`src/rtl/axi4_mem_ctrl_if.sv`:
```
// AXI4 bus bundle between an AXI master and axi4_mem_ctrl (AW/W/B/AR/R channels).
interface axi4_mem_ctrl_if #(
    parameter int DATA_WIDTH = 32,
    parameter int ADDR_WIDTH = 16,
    parameter int ID_WIDTH   = 4
);
    logic [ID_WIDTH-1:0]     awid;
    logic [ADDR_WIDTH-1:0]   awaddr;
    logic [7:0]              awlen;
    logic [2:0]              awsize;
    logic [1:0]              awburst;
    logic                    awvalid;
    logic                    awready;
    logic [DATA_WIDTH-1:0]   wdata;
    logic [DATA_WIDTH/8-1:0] wstrb;
    logic                    wlast;
    logic                    wvalid;
    logic                    wready;
    logic [ID_WIDTH-1:0]     bid;
    logic [1:0]              bresp;
    logic                    bvalid;
    logic                    bready;
    logic [ID_WIDTH-1:0]     arid;
    logic [ADDR_WIDTH-1:0]   araddr;
    logic [7:0]              arlen;
    logic [2:0]              arsize;
    logic [1:0]              arburst;
    logic                    arvalid;
    logic                    arready;
    logic [ID_WIDTH-1:0]     rid;
    logic [DATA_WIDTH-1:0]   rdata;
    logic [1:0]              rresp;
    logic                    rlast;
    logic                    rvalid;
    logic                    rready;

    modport master (
        output awid, awaddr, awlen, awsize, awburst, awvalid, input awready,
        output wdata, wstrb, wlast, wvalid, input wready,
        input  bid, bresp, bvalid, output bready,
        output arid, araddr, arlen, arsize, arburst, arvalid, input arready,
        input  rid, rdata, rresp, rlast, rvalid, output rready
    );

    modport slave (
        input  awid, awaddr, awlen, awsize, awburst, awvalid, output awready,
        input  wdata, wstrb, wlast, wvalid, output wready,
        output bid, bresp, bvalid, input bready,
        input  arid, araddr, arlen, arsize, arburst, arvalid, output arready,
        output rid, rdata, rresp, rlast, rvalid, input rready
    );
endinterface

```
`src/rtl/axi4_mem_ctrl.sv`:
```
// AXI4 slave converting INCR bursts into single-port memory accesses, one burst at a time.
// Optional burst legality checking (SLVERR) is enabled by defining AXI4_MEM_CTRL_ERR_CHECK_EN.
module axi4_mem_ctrl #(
    parameter int DATA_WIDTH     = 32,
    parameter int ADDR_WIDTH     = 16,
    parameter int MEM_ADDR_WIDTH = 10,
    parameter int DEPTH          = 1024,
    parameter int ID_WIDTH       = 4
) (
    input  logic                      clk,
    input  logic                      rst,
    axi4_mem_ctrl_if.slave            axi,
    output logic                      mem_en,
    output logic                      mem_we,
    output logic [MEM_ADDR_WIDTH-1:0] mem_addr,
    output logic [DATA_WIDTH-1:0]     mem_wdata,
    input  logic [DATA_WIDTH-1:0]     mem_rdata
);
    typedef enum logic [2:0] {IDLE, WR_DATA, WR_RESP, RD_ISSUE, RD_WAIT, RD_DATA} state_t;

    localparam logic [MEM_ADDR_WIDTH:0] DEPTH_W = (MEM_ADDR_WIDTH+1)'(DEPTH);

    state_t                    state, state_nxt;
    logic                      prio_wr;
    logic [ID_WIDTH-1:0]       id_q;
    logic [MEM_ADDR_WIDTH-1:0] addr_q;
    logic [7:0]                len_q, cnt_q;
    logic                      err_q;
    logic                      wr_done_q;
    logic                      wr_en_q;
    logic [MEM_ADDR_WIDTH-1:0] wr_addr_q;
    logic [DATA_WIDTH-1:0]     wr_data_q, rdata_q;

    logic grant_wr, grant_rd, w_hs, last_cnt, w_end, w_err, aw_err, ar_err;

    assign grant_wr = axi.awvalid && (!axi.arvalid || prio_wr);
    assign grant_rd = axi.arvalid && (!axi.awvalid || !prio_wr);
    assign last_cnt = (cnt_q == len_q);
    assign w_hs     = (state == WR_DATA) && !wr_done_q && axi.wvalid;
    assign w_end    = axi.wlast || last_cnt;

`ifdef AXI4_MEM_CTRL_ERR_CHECK_EN
    function automatic logic burst_err(input logic [ADDR_WIDTH-1:0] addr, input logic [7:0] len,
                                       input logic [2:0] size, input logic [1:0] burst);
        logic [MEM_ADDR_WIDTH:0] end_word;
        logic [12:0]             end_byte;
        end_word = {1'b0, addr[MEM_ADDR_WIDTH+1:2]} + (MEM_ADDR_WIDTH+1)'(len);
        // last byte touched by the burst; bit 12 set means it left the 4 KB page
        end_byte = {1'b0, addr[11:0]} + {3'b000, len, 2'b00} + 13'd3;
        return (burst != 2'b01) || (size != 3'd2) || (end_word >= DEPTH_W) || end_byte[12];
    endfunction

    assign aw_err = burst_err(axi.awaddr, axi.awlen, axi.awsize, axi.awburst);
    assign ar_err = burst_err(axi.araddr, axi.arlen, axi.arsize, axi.arburst);
    assign w_err  = err_q || (axi.wlast && !last_cnt);
`else
    assign aw_err = 1'b0;
    assign ar_err = 1'b0;
    assign w_err  = 1'b0;
`endif

    wire unused_ok = &{1'b0, axi.wstrb, axi.awaddr, axi.araddr, axi.awsize, axi.arsize,
                       axi.awburst, axi.arburst, DEPTH_W[0]};

    always_ff @(posedge clk) begin
        if (rst) state <= IDLE;
        else     state <= state_nxt;
    end

    // The last write strobe drains in WR_DATA so the memory is idle while B is pending.
    always_comb begin
        state_nxt = state;
        case (state)
            IDLE:     if (grant_wr) state_nxt = WR_DATA;
                      else if (grant_rd) state_nxt = RD_ISSUE;
            WR_DATA:  if (wr_done_q) state_nxt = WR_RESP;
            WR_RESP:  if (axi.bready) state_nxt = IDLE;
            RD_ISSUE: state_nxt = RD_WAIT;
            RD_WAIT:  state_nxt = RD_DATA;
            RD_DATA:  if (axi.rready) state_nxt = last_cnt ? IDLE : RD_ISSUE;
            default:  state_nxt = IDLE;
        endcase
    end

    always_comb begin
        axi.awready = 1'b0;
        axi.arready = 1'b0;
        axi.wready  = 1'b0;
        axi.bvalid  = 1'b0;
        axi.bid     = '0;
        axi.bresp   = 2'b00;
        axi.rvalid  = 1'b0;
        axi.rid     = '0;
        axi.rdata   = '0;
        axi.rresp   = 2'b00;
        axi.rlast   = 1'b0;
        mem_en      = 1'b0;
        mem_we      = 1'b0;
        mem_addr    = '0;
        mem_wdata   = '0;
        case (state)
            IDLE: begin
                axi.awready = grant_wr;
                axi.arready = grant_rd;
            end
            WR_DATA: axi.wready = !wr_done_q;
            WR_RESP: begin
                axi.bvalid = 1'b1;
                axi.bid    = id_q;
                axi.bresp  = err_q ? 2'b10 : 2'b00;
            end
            RD_ISSUE: begin
                mem_en   = !err_q;
                mem_addr = addr_q;
            end
            RD_DATA: begin
                axi.rvalid = 1'b1;
                axi.rid    = id_q;
                axi.rdata  = rdata_q;
                axi.rresp  = err_q ? 2'b10 : 2'b00;
                axi.rlast  = last_cnt;
            end
            default: ;
        endcase
        if (wr_en_q) begin
            mem_en    = 1'b1;
            mem_we    = 1'b1;
            mem_addr  = wr_addr_q;
            mem_wdata = wr_data_q;
        end
    end

    always_ff @(posedge clk) begin
        if (rst) begin
            prio_wr   <= 1'b1;
            id_q      <= '0;
            addr_q    <= '0;
            len_q     <= '0;
            cnt_q     <= '0;
            err_q     <= 1'b0;
            wr_done_q <= 1'b0;
            wr_en_q   <= 1'b0;
            wr_addr_q <= '0;
            wr_data_q <= '0;
            rdata_q   <= '0;
        end else begin
            wr_en_q <= 1'b0;
            if (state == IDLE && grant_wr) begin
                id_q      <= axi.awid;
                addr_q    <= axi.awaddr[MEM_ADDR_WIDTH+1:2];
                len_q     <= axi.awlen;
                cnt_q     <= '0;
                err_q     <= aw_err;
                wr_done_q <= 1'b0;
                prio_wr   <= 1'b0;
            end else if (state == IDLE && grant_rd) begin
                id_q    <= axi.arid;
                addr_q  <= axi.araddr[MEM_ADDR_WIDTH+1:2];
                len_q   <= axi.arlen;
                cnt_q   <= '0;
                err_q   <= ar_err;
                prio_wr <= 1'b1;
            end
            if (w_hs) begin
                wr_en_q   <= !w_err;
                wr_addr_q <= addr_q;
                wr_data_q <= axi.wdata;
                addr_q    <= addr_q + MEM_ADDR_WIDTH'(1);
                cnt_q     <= cnt_q + 8'd1;
                err_q     <= w_err;
                wr_done_q <= w_end;
            end
            if (state == RD_WAIT) rdata_q <= err_q ? '0 : mem_rdata;
            if (state == RD_DATA && axi.rready && !last_cnt) begin
                addr_q <= addr_q + MEM_ADDR_WIDTH'(1);
                cnt_q  <= cnt_q + 8'd1;
            end
        end
    end
endmodule
```
`src/flat_wrapper.sv`:
```
// flat-port wrapper written by rule: the top's interface ports become plain ports
module axi4_mem_ctrl_flat 
#(
    parameter int DATA_WIDTH     = 32,
    parameter int ADDR_WIDTH     = 16,
    parameter int MEM_ADDR_WIDTH = 10,
    parameter int DEPTH          = 1024,
    parameter int ID_WIDTH       = 4
)
  (clk, rst, mem_en, mem_we, mem_addr, mem_wdata, mem_rdata, axi_awid, axi_awaddr, axi_awlen, axi_awsize, axi_awburst, axi_awvalid, axi_awready, axi_wdata, axi_wstrb, axi_wlast, axi_wvalid, axi_wready, axi_bid, axi_bresp, axi_bvalid, axi_bready, axi_arid, axi_araddr, axi_arlen, axi_arsize, axi_arburst, axi_arvalid, axi_arready, axi_rid, axi_rdata, axi_rresp, axi_rlast, axi_rvalid, axi_rready);
  axi4_mem_ctrl_if #(.DATA_WIDTH(DATA_WIDTH), .ADDR_WIDTH(ADDR_WIDTH), .ID_WIDTH(ID_WIDTH)) axi_i ();
  input  logic clk;
  input  logic rst;
  output logic mem_en;
  output logic mem_we;
  output logic [MEM_ADDR_WIDTH-1:0] mem_addr;
  output logic [DATA_WIDTH-1:0] mem_wdata;
  input  logic [DATA_WIDTH-1:0] mem_rdata;
  input wire logic [$bits(axi_i.awid)-1:0] axi_awid;
  input wire logic [$bits(axi_i.awaddr)-1:0] axi_awaddr;
  input wire logic [$bits(axi_i.awlen)-1:0] axi_awlen;
  input wire logic [$bits(axi_i.awsize)-1:0] axi_awsize;
  input wire logic [$bits(axi_i.awburst)-1:0] axi_awburst;
  input wire logic [$bits(axi_i.awvalid)-1:0] axi_awvalid;
  output wire logic [$bits(axi_i.awready)-1:0] axi_awready;
  input wire logic [$bits(axi_i.wdata)-1:0] axi_wdata;
  input wire logic [$bits(axi_i.wstrb)-1:0] axi_wstrb;
  input wire logic [$bits(axi_i.wlast)-1:0] axi_wlast;
  input wire logic [$bits(axi_i.wvalid)-1:0] axi_wvalid;
  output wire logic [$bits(axi_i.wready)-1:0] axi_wready;
  output wire logic [$bits(axi_i.bid)-1:0] axi_bid;
  output wire logic [$bits(axi_i.bresp)-1:0] axi_bresp;
  output wire logic [$bits(axi_i.bvalid)-1:0] axi_bvalid;
  input wire logic [$bits(axi_i.bready)-1:0] axi_bready;
  input wire logic [$bits(axi_i.arid)-1:0] axi_arid;
  input wire logic [$bits(axi_i.araddr)-1:0] axi_araddr;
  input wire logic [$bits(axi_i.arlen)-1:0] axi_arlen;
  input wire logic [$bits(axi_i.arsize)-1:0] axi_arsize;
  input wire logic [$bits(axi_i.arburst)-1:0] axi_arburst;
  input wire logic [$bits(axi_i.arvalid)-1:0] axi_arvalid;
  output wire logic [$bits(axi_i.arready)-1:0] axi_arready;
  output wire logic [$bits(axi_i.rid)-1:0] axi_rid;
  output wire logic [$bits(axi_i.rdata)-1:0] axi_rdata;
  output wire logic [$bits(axi_i.rresp)-1:0] axi_rresp;
  output wire logic [$bits(axi_i.rlast)-1:0] axi_rlast;
  output wire logic [$bits(axi_i.rvalid)-1:0] axi_rvalid;
  input wire logic [$bits(axi_i.rready)-1:0] axi_rready;
  assign axi_i.awid = axi_awid;
  assign axi_i.awaddr = axi_awaddr;
  assign axi_i.awlen = axi_awlen;
  assign axi_i.awsize = axi_awsize;
  assign axi_i.awburst = axi_awburst;
  assign axi_i.awvalid = axi_awvalid;
  assign axi_awready = axi_i.awready;
  assign axi_i.wdata = axi_wdata;
  assign axi_i.wstrb = axi_wstrb;
  assign axi_i.wlast = axi_wlast;
  assign axi_i.wvalid = axi_wvalid;
  assign axi_wready = axi_i.wready;
  assign axi_bid = axi_i.bid;
  assign axi_bresp = axi_i.bresp;
  assign axi_bvalid = axi_i.bvalid;
  assign axi_i.bready = axi_bready;
  assign axi_i.arid = axi_arid;
  assign axi_i.araddr = axi_araddr;
  assign axi_i.arlen = axi_arlen;
  assign axi_i.arsize = axi_arsize;
  assign axi_i.arburst = axi_arburst;
  assign axi_i.arvalid = axi_arvalid;
  assign axi_arready = axi_i.arready;
  assign axi_rid = axi_i.rid;
  assign axi_rdata = axi_i.rdata;
  assign axi_rresp = axi_i.rresp;
  assign axi_rlast = axi_i.rlast;
  assign axi_rvalid = axi_i.rvalid;
  assign axi_i.rready = axi_rready;
  axi4_mem_ctrl #(.DATA_WIDTH(DATA_WIDTH), .ADDR_WIDTH(ADDR_WIDTH), .MEM_ADDR_WIDTH(MEM_ADDR_WIDTH), .DEPTH(DEPTH), .ID_WIDTH(ID_WIDTH)) u_core (.clk(clk), .rst(rst), .axi(axi_i), .mem_en(mem_en), .mem_we(mem_we), .mem_addr(mem_addr), .mem_wdata(mem_wdata), .mem_rdata(mem_rdata));
endmodule
```
`config.mk`:
```
export PLATFORM = sky130hd
export DESIGN_NAME = axi4_mem_ctrl_flat
export DESIGN_NICKNAME = d
export VERILOG_FILES = /design/src/rtl/axi4_mem_ctrl_if.sv /design/src/rtl/axi4_mem_ctrl.sv /design/src/flat_wrapper.sv
export SDC_FILE = /design/constraint.sdc
export NUM_CORES = 1
export LEC_CHECK = 0
export BUFFER_PORTS_ARGS = -buffer_cell sky130_fd_sc_hd__buf_2
export CAP_MARGIN = 40
export CORE_ASPECT_RATIO = 0.9
export CORE_UTILIZATION = 48
export CTS_CLUSTER_SIZE = 16
export DETAILED_ROUTE_END_ITERATION = 16
export PLACE_DENSITY = 0.8
export SYNTH_ARGS = -nofsm -noshare
export SYNTH_HDL_FRONTEND = slang
export SYNTH_SLANG_ARGS = --single-unit
export TNS_END_PERCENT = 10
```
`constraint.sdc`:
```
create_clock -name clk -period 2.13 [get_ports clk]
set_input_delay 0 -clock clk [delete_from_list [all_inputs] [get_ports clk]]
set_output_delay 0 -clock clk [all_outputs]
set_load 0.05 [all_outputs]
```
==> results.json <==
{
  "p_int_mw": 3.599,
  "synth_fa_ha_area_frac": 0.004536,
  "preCtsSetupSlack_ns": 0.2223,
  "first_global_vias": 5624,
  "drive_gt1_frac": 0.2608,
  "numPortBuffers": 205,
  "htree_levels": 3,
  "endpoint": "u_core.cnt_q[7]",
  "pwr-share-seq": 0.451,
  "cpLargestDelayFamily": "flip-flops",
  "fin_skew_ns": 0.008590,
  "yosys_warnings": 0,
  "ctsLongestPathBuffers": 2,
  "grt_max_degree": 48,
  "dpl.hpwl_um": 9955,
  "startpoint_type": "flop",
  "setup_viol": 0,
  "layout_setup_ws_ns": 0.1550,
  "reg2reg_to": "u_core.cnt_q[7]",
  "path_clk_slew_ns": 0.08,
  "netlist_area_mm2": 0.005517,
  "p_per_area_mw_per_mm2": 677.6,
  "overflow": 0,
  "cts_tree": "done",
  "grt_pass1_wl_um": 26170,
  "clockPowerShare": 0.300,
  "synth_top_area_share": 0.3992,
  "ys_seq_elements": 110,
  "pwr-share-comb": 0.249,
  "dr.pass1.iters": 6,
  "synthFlopType": "dfxtp_1",
  "worst_skew_pair.late_latency_ns": 0.34,
  "cts_root_buf": "clkbuf_16",
  "required_ns": 2.37,
  "wire_per_inst_um": 14.41,
  "yosys.area_share.simple": 0.3189,
  "area_growth_pct": 42.44,
  "synthXorXnorAreaFrac": 0.01270,
  "synth.distinct_cells": 61,
  "grt_setup_unrepaired": "no",
  "dieHeight_um": 103.7,
  "via_per_inst": 5.197,
  "antenna_found_initial": 1,
  "cp_num_cells": 6,
  "synthArstFlopShare": 0,
  "cp_max_fo": 12,
  "cts.sinks": 110,
  "yosysTopAreaCell": "dfxtp_1",
  "synth.avg_cell_area_um2": 7.715,
  "rows": 36,
  "drt_iter0_drc": 658,
  "die_area_mm2": 0.01193,
  "min-delay-path-class": "input port to flop",
  "clock.fmax_mhz": 506.3,
  "synth_most_common_cell": "nand2_1",
  "drc_errors": 0,
  "cts_setup_buffers": 0,
  "arrival_ns": 2.21,
  "slew_headroom": 0.6577,
  "fin_nets": 1136,
  "muxShareOfSynthArea": 0.02359,
  "min_period_ns": 1.975,
  "start_util": 0.5019,
  "num_vias": 5976,
  "setup.worst_path.start": "u_core.state[1]",
  "synth_compound_area_frac": 0.1790,
  "routed_wl_um": 16570,
  "synth_commonest_cells": "nand2_1 (198), dfxtp_1 (110), a21oi_1 (85)",
  "postSynthCellCount": 715,
  "status": "finished clean",
  "ant_nets": 0,
  "switching_share": 0.3239,
  "boundaryPins": 236,
  "reg2reg_from": "u_core.state[1]",
  "min_period_over_period": 0.9273,
  "coreArea_mm2": 0.01099,
  "ys_seq_area_frac": 0.3992,
  "worst_pin_slew_ns": 0.5127,
  "crit_slowest_cell": "dfxtp_1",
  "switchingPower_mw": 1.725,
  "ir_drop_v": 0.0004384,
  "crit_buf_inv": 1,
  "path_class": "flop to flop",
  "synth_area_leaders": "dfxtp_1 (40%), nand2_1 (13%), and2_1 (8.3%)",
  "cts_buffers": 9,
  "cap_violations": 0,
  "rr_worst_depth": 6,
  "synth_edf_count": 0,
  "slowest_delay_ns": 0.64,
  "slew_viol_final": 0,
  "final_area_mm2": 0.007858,
  "hold_viol": 0,
  "gp_congestion": 0.8435,
  "setup_tns_ns": 0,
  "worst-r2r-setup-slack_ns": 0.15,
  "path_cells": "and3b_1 > and2_1 > o21ai_2 > buf_4 > nand2_1 > o21ai_0",
  "synth_top_family_by_area": "simple AND/OR/NAND/NOR gates",
  "leakage_nw": 3.486,
  "die_w_um": 115.0,
  "end_kind": "flop",
  "dpl_cell_area_mm2": 0.006606,
  "grt_usage": 0.2715
}
-- registers in the layout (all words and copies together), names as in the netlist --
signal and count:
u_core.wr_done_q 1, u_core.wr_data_q 32, u_core.state 3, u_core.rdata_q 32, u_core.wr_en_q 1, u_core.wr_addr_q 10
u_core.id_q 4, u_core.cnt_q 8, u_core.addr_q 10, u_core.prio_wr 1, u_core.len_q 8
-- worst register-to-register path, stage by stage, from the launching register on --
cell and delay, ns:
dfxtp_1 0.64, and3b_1 0.27, and2_1 0.21, o21ai_2 0.13
buf_4 0.23, nand2_1 0.11, o21ai_0 0.29
-- kinds of logic (layout without fill, tap and decap cells) --
group / Yosys count / count (layout)
adders and majority gates: 2 / 2
DFF: 110 / 110
other: 1 / 5
AOI/OAI and AO/OA: 158 / 158
xor gates and xnor gates: 8 / 8
buffers and inverters: 62 / 341
and+or+nand+nor: 363 / 363
muxes: 11 / 11
-- repair_timing --
| item | in CTS | in global routing |
|---|---|---|
| setup endpoints to repair | 0 | 4 |
| endpoints found under the hold margin | 81 | 0 |
| hold buffers | 96 | 0 |
| resized for setup | 0 | 2 |
-- worst min path at each step --
stage / start / endpoint / cells past startpoint
after floorplan: mem_rdata[0] / u_core.rdata_q[0] / 2
after global placement: mem_rdata[28] / u_core.rdata_q[28] / 3
after detailed placement: mem_rdata[20] / u_core.rdata_q[20] / 3
after CTS: axi_awaddr[9] / u_core.addr_q[7] / 3
after global routing: axi_awaddr[9] / u_core.addr_q[7] / 3
final: axi_awaddr[9] / u_core.addr_q[7] / 3
-- layout by cell type (no fill, tap or decap), types with 12 or more instances in the layout --
cell type | synthesis | final
and2_1 | 73 | 72
buf_2 | 7 | 204
nor2_1 | 24 | 24
nand3_1 | 12 | 12
dfxtp_1 | 110 | 109
buf_4 | 12 | 18
nand2_1 | 198 | 198
and3_1 | 17 | 17
a21oi_1 | 85 | 85
a311oi_1 | 14 | 14
o21ai_0 | 13 | 13
dlygate4sd3_1 | 0 | 96
-- layer usage --
| layer | wire length (um) | global-route usage |
|---|---|---|
| met5 | 0 | 0 |
| met2 | 8339 | 0.4854 |
| met4 | 574 | 0.1234 |
| met1 | 6614 | 0.3135 |
| met3 | 1039 | 0.04272 |
-- through the flow --
step                std cells  hold slack (ns)  total power [mW]    util
floorplan                 718           0.1360             3.272       -
global placement         1036           0.2412             3.584  0.5997
detailed placement       1037           0.2452             3.600  0.6011
CTS                      1149         0.005453             5.313  0.7143
global route             1150          0.02103             5.572  0.7149
finish                   1150          0.01259             5.324  0.7149
-- area by class of cell --
type	count	area, um^2
Fill cell	853	3133
Timing Repair Buffer	321	2172
Clock inverter	6	53.80
Tap cell	152	190.2
Sequential cell	110	2203
Clock buffer	10	229.0
Antenna cell	1	2.502
Multi-Input combinational cell	546	2988
Inverter	4	18.77
-- power groups by stage --
stage	clock, mW	sequential [mW]	combinational, mW
2_1_floorplan	0	2.38	0.895
3_3_place_gp	0	2.43	1.15
3_5_place_dp	0	2.44	1.16
4_1_cts	1.62	2.39	1.30
5_1_grt	1.70	2.42	1.45
6_report	1.60	2.40	1.33
No activity file was read; power rests on OpenSTA's default activity.
